--- config.mk ---
export PLATFORM = sky130hd
export DESIGN_NAME = instr_prefetch_queue
export DESIGN_NICKNAME = d
export VERILOG_FILES = /design/src/rtl/instr_prefetch_queue.sv
export SDC_FILE = /design/constraint.sdc
export NUM_CORES = 1
export LEC_CHECK = 0
export ABC_CLOCK_PERIOD_IN_PS = 3700
export CAP_MARGIN = 15
export CORE_AREA = 5 5 221 223
export DETAILED_ROUTE_END_ITERATION = 10
export DIE_AREA = 0 0 226 228
export GPL_TIMING_DRIVEN = 0
export HOLD_SLACK_MARGIN = 0.06
export SYNTH_ARGS = -nofsm -noshare
export SYNTH_HDL_FRONTEND = slang
export SYNTH_SLANG_ARGS = --single-unit
--- constraint.sdc ---
create_clock -name clk1 -period 3.7 [get_ports clk1]
set_clock_uncertainty 0.05 [all_clocks]
set_input_delay 0.555 -clock clk1 [delete_from_list [all_inputs] [get_ports clk1]]
set_output_delay 0.555 -clock clk1 [all_outputs]
set_load 0.01 [all_outputs]
--- src/rtl/instr_prefetch_queue.sv ---
// Instruction prefetch queue: issues sequential word reads to instruction memory,
// buffers returned words with their NPC, and hands them to fetch via valid/ready.
module instr_prefetch_queue #(
  parameter int unsigned DEPTH  = 4,
  parameter int unsigned ADDR_W = 10,
  parameter int unsigned DATA_W = 32
) (
  input  logic                     clk1,
  input  logic                     rst,
  input  logic                     redirect,
  input  logic [31:0]              redirect_pc,
  input  logic                     halt,
  output logic                     mem_req,
  output logic [ADDR_W-1:0]        mem_addr,
  input  logic                     mem_rvalid,
  input  logic [DATA_W-1:0]        mem_rdata,
  output logic                     out_valid,
  output logic [DATA_W-1:0]        out_ir,
  output logic [31:0]              out_npc,
  input  logic                     out_ready,
  output logic [$clog2(DEPTH):0]   count
);

  localparam int unsigned PW = $clog2(DEPTH);
  localparam int unsigned CW = PW + 1;
  localparam logic [CW:0] DEPTH_C = (CW+1)'(DEPTH);

  logic [31:0]       fetch_pc;
  logic [31:0]       inflight_pc;
  logic              inflight;
  logic              stale;
  logic [PW-1:0]     rd_ptr;
  logic [PW-1:0]     wr_ptr;
  logic [CW-1:0]     count_q;
  logic [DATA_W-1:0] ir_mem  [DEPTH];
  logic [31:0]       npc_mem [DEPTH];

  logic [CW:0]       occupancy;
  logic              issue;
  logic              resp;
  logic              push;
  logic              pop;

  assign out_valid = (count_q != '0);
  assign mem_req   = issue;
  assign mem_addr  = fetch_pc[ADDR_W-1:0];
  assign count     = count_q;
  assign out_ir    = out_valid ? ir_mem[rd_ptr]  : '0;
  assign out_npc   = out_valid ? npc_mem[rd_ptr] : '0;

  // Credit counts the outstanding read so a returning word always has a slot.
  always_comb begin
    occupancy = {1'b0, count_q} + {{CW{1'b0}}, inflight};
    issue     = !rst && !halt && !redirect && (occupancy < DEPTH_C);
    resp      = mem_rvalid && inflight;
    push      = resp && !stale && !redirect;
    pop       = out_valid && out_ready && !redirect;
  end

  always_ff @(posedge clk1) begin
    if (push && !rst) begin
      ir_mem[wr_ptr]  <= mem_rdata;
      npc_mem[wr_ptr] <= inflight_pc + 32'd1;
    end
  end

  always_ff @(posedge clk1) begin
    if (rst) begin
      fetch_pc    <= '0;
      inflight_pc <= '0;
      inflight    <= 1'b0;
      stale       <= 1'b0;
      rd_ptr      <= '0;
      wr_ptr      <= '0;
      count_q     <= '0;
    end else if (redirect) begin
      fetch_pc <= redirect_pc;
      rd_ptr   <= '0;
      wr_ptr   <= '0;
      count_q  <= '0;
      // A read still owed next cycle belongs to the old path: mark it for discard.
      stale    <= inflight && !mem_rvalid;
      inflight <= inflight && !mem_rvalid;
    end else begin
      if (issue) begin
        inflight    <= 1'b1;
        inflight_pc <= fetch_pc;
        fetch_pc    <= fetch_pc + 32'd1;
        stale       <= 1'b0;
      end else if (resp) begin
        inflight <= 1'b0;
      end
      if (push) wr_ptr <= wr_ptr + PW'(1);
      if (pop)  rd_ptr <= rd_ptr + PW'(1);
      case ({push, pop})
        2'b10:   count_q <= count_q + CW'(1);
        2'b01:   count_q <= count_q - CW'(1);
        default: count_q <= count_q;
      endcase
    end
  end

endmodule

==> reports/qor.csv <==
stage,metric,value,unit
global_routing,number of global-route vias before repair,8705,
global_routing,final global-route overflow total,0,
status,result of the run,completed,
yosys,"Seq/Total Area, Yosys",66.53,%
drt,DRC marker count from the first detailed-route iteration,550,
final_layout,growth of design area from synthesis to finish,25.77,%
critical_path,"Data required, critical path",3.09,ns
floorplan,initial standard-cell utilization of the core,29.79,%
sta,Slew HR,54.02,%
critical_path,type of element capturing the critical path,output port,
drt,Vias,8463,
yosys,number of warnings printed during yosys synthesis,0,
critical_path,category of the critical setup timing path,primary input to output port,
floorplan,Die X,226,microns
critical_path,Critical Path Source Type,primary input,
global_routing,maximum number of pins on one net before global-route repair,49,
flow_run,Maximum Capacitance Violations,0,
yosys,"FFs w/ async S/R, synth",0,%
sta,Fmax,281.3,MHz
final_layout,total non-filler cell area in the finished layout,17370,sq um
final_layout,Antenna Cells,0,
placement,post-place setup slack,0.03972,ns
yosys,number of flops mapped to enable cells by yosys,256,
sta,Sum Neg Setup Slack,0,ns
final_layout,Post-Route Utilization,37.47,%
placement,GPL Wtd Cong,0.8728,
global_routing,first-pass GRT wire length,51270,microns
yosys,syn nets,1031,
worst_hold_path,Hold WC Path Type,flip-flop to flip-flop,
drt,# DRC,0,
pwr,total power per unit cell area,455.2,nW/um^2
floorplan,Boundary Pins,149,
pwr,static leakage power,5.539,nW
floorplan,placeable core region,46360,sq um
sta,final hold vios,0,
placement,"Cell Area, Placed",16160,sq um
global_routing,global-route usage over all layers,12.68,%
placement,Final HPWL DP,22660,microns
sta,Final WS setup,0.1456,ns
drt,number of routed nets with antenna violations,0,
cts,number of sinks handled by clock tree synthesis,331,
final_layout,# nets final,1219,
sta,RSZ-0062 raised after global routing,no,
drt,total wirelength of the detailed-routed design,33210,microns
floorplan,Cell Rows,79,
pwr,maximum VDD drop,261.5,uV
yosys,cell area after synthesis,13810,sq um
sta,count of pins over their slew limit,0,
critical_path,critical path arrival,2.95,ns
floorplan,area of the die,51530,sq um
critical_path,top fanout value on the critical path,10,
global_routing,number of antenna violations at the first check in global routing,1,
cts,clock latency on the worst-skew pair,0.53,ns
floorplan,height of the chip,228,microns
cts,CTS clock-pin slew for the worst setup and hold paths,0.06,ns
placement,Port Buf Inserts,147,
cts,Max clock buf depth,3,
pwr,Pwr Total,0.007908,W
yosys,number of unique standard cell types used by synthesis,58,
drt,number of iterations in the first detailed-routing pass,5,
drt,vias per cell,4.768,
yosys,post-synthesis average cell area,14.49,sq um
cts,number of buffers inserted during clock tree synthesis,37,
yosys,register bit count reported by yosys,331,
yosys,most common flop cell mapped by yosys,sky130_fd_sc_hd__edfxtp_1,
sta,final critical path time including I/O delays and setup,3.554,ns
cts,clock root buffer master,sky130_fd_sc_hd__clkbuf_16,
final_layout,fraction of final layout cells with drive strength greater than 1,15.07,%
sta,fraction of the cycle the final worst path needs,96.06,%
sta,number of failing setup endpoints in the final timing report,0,
yosys,synthesized instance count,953,
cts,clock tree from TritonCTS,yes,
drt,wire length per cell,18.71,microns
sta,slew of the pin with the lowest slew margin,0.6887,ns
cts,H-tree Lvls,2,
==> final cells by class <==
class / instances / area (sq um)
clock buffer: 47 / 1057
inverter: 17 / 63.81
multi-input combinational: 544 / 4285
fill: 4396 / 28990
sequential: 331 / 9190
timing repair buffer: 151 / 1582
tap: 607 / 759.5
clock inverter: 19 / 148.9
buffer: 59 / 285.3
==> flip-flops by register name (all words and copies together) (netlist names), named ones only <==
name and count:
ir_mem 128, npc_mem 128, fetch_pc 32, inflight_pc 32
count 3, rd_ptr 2, wr_ptr 2, inflight 1
stale 1
==> cell families after synthesis <==
kind of cell | synth area share (%)
AO/OA/AOI/OAI | 4.865
XOR/XNOR | 2.410
adder cells (fa/ha/maj) | 0.7790
buffers and inverters | 2.518
flip-flops | 66.53
multiplexers | 10.84
AND/OR/NAND/NOR | 12.06
==> cell usage in the layout, fill, tap and decap left out, types with 6 or more instances in the layout <==
cell type / Yosys / final
sky130_fd_sc_hd__nor3_1: 6 / 6
sky130_fd_sc_hd__clkbuf_2: 0 / 7
sky130_fd_sc_hd__dfxtp_1: 75 / 74
sky130_fd_sc_hd__nand4_1: 15 / 15
sky130_fd_sc_hd__or3_1: 10 / 10
sky130_fd_sc_hd__buf_4: 10 / 10
sky130_fd_sc_hd__xnor2_1: 19 / 19
sky130_fd_sc_hd__buf_2: 14 / 14
sky130_fd_sc_hd__nand3_1: 21 / 21
sky130_fd_sc_hd__inv_1: 15 / 15
sky130_fd_sc_hd__mux4_2: 64 / 64
sky130_fd_sc_hd__nand2_1: 117 / 117
sky130_fd_sc_hd__clkbuf_1: 31 / 28
sky130_fd_sc_hd__a21oi_1: 56 / 56
sky130_fd_sc_hd__a31oi_1: 17 / 17
sky130_fd_sc_hd__clkdlybuf4s50_1: 0 / 147
sky130_fd_sc_hd__and2_1: 75 / 71
sky130_fd_sc_hd__o21ai_0: 11 / 11
sky130_fd_sc_hd__edfxtp_1: 256 / 256
sky130_fd_sc_hd__xor2_1: 19 / 19
sky130_fd_sc_hd__clkbuf_16: 0 / 40
sky130_fd_sc_hd__ha_1: 7 / 7
sky130_fd_sc_hd__clkinv_1: 1 / 9
sky130_fd_sc_hd__and3_1: 9 / 9
sky130_fd_sc_hd__nor2_1: 35 / 35
==> per-layer routing <==
metal	vias to the layer above	global-route usage (%)	wire length, microns
met1	4218	17.69	15010
met5	-	0	0
li1	3965	-	-
met2	233	20.26	15600
met4	0	3.272	624
met3	47	2.684	1967
==> metrics by stage <==
stage,cells,hold slack (ns)
floorplan,953,0.3863
global route,1775,0.4334
finish,1775,0.4110
global placement,1707,0.3996
CTS,1775,0.4132
detailed placement,1711,0.4049
==> report_power, final <==
part | leakage, nW | switching [W] | total (W) | internal (W)
registers | 2.90 | 0.0000388 | 0.00405 | 0.00401
logic | 2.05 | 0.000130 | 0.000260 | 0.000130
clock network | 0.589 | 0.00144 | 0.00360 | 0.00216
==> synth_stat cells, drive strengths merged (13+ instances only) <==
library cell | n | area (sq um)
edfxtp | 256 | 7687
xor2 | 19 | 166.4
a31oi | 17 | 106.4
and2 | 75 | 469.2
o21ai | 13 | 65.06
inv | 16 | 60.05
a21oi | 56 | 280.3
nand4 | 15 | 93.84
nand2 | 118 | 445.4
clkbuf | 31 | 116.4
xnor2 | 19 | 166.4
nor2 | 36 | 137.6
nand3 | 24 | 142.6
dfxtp | 75 | 1501
buf | 30 | 167.7
mux4 | 64 | 1441
==> timing repair <==
action | CTS | global route
setup endpoints to repair | 60 | 21
gates resized for setup | 5 | 4
gates cloned | 0 | 0
pin swaps | 0 | 0
buffers inserted | 0 | 0
hold buffers | 0 | 0
==> worst max-delay path, stage by stage <==
cell and delay [ns]:
sky130_fd_sc_hd__clkdlybuf4s50_1 0.44, sky130_fd_sc_hd__nor4_2 0.29, sky130_fd_sc_hd__nand2_1 0.20, sky130_fd_sc_hd__inv_2 0.13
sky130_fd_sc_hd__buf_2 0.26, sky130_fd_sc_hd__buf_1 0.42, sky130_fd_sc_hd__clkdlybuf4s50_1 0.65
==> worst paths after layout <==
path / slack [ns] / startpoint / depth (start not counted) / to
worst max-delay path: 0.15 / redirect / 7 / mem_req
worst min-delay path: 0.41 / inflight_pc[27] / 2 / inflight_pc[27]
worst max register to register: 1.11 / stale / 5 / ir_mem[0][30]
worst min register to register: 0.41 / inflight_pc[27] / 2 / inflight_pc[27]
Power figures use the tool's default switching activity.
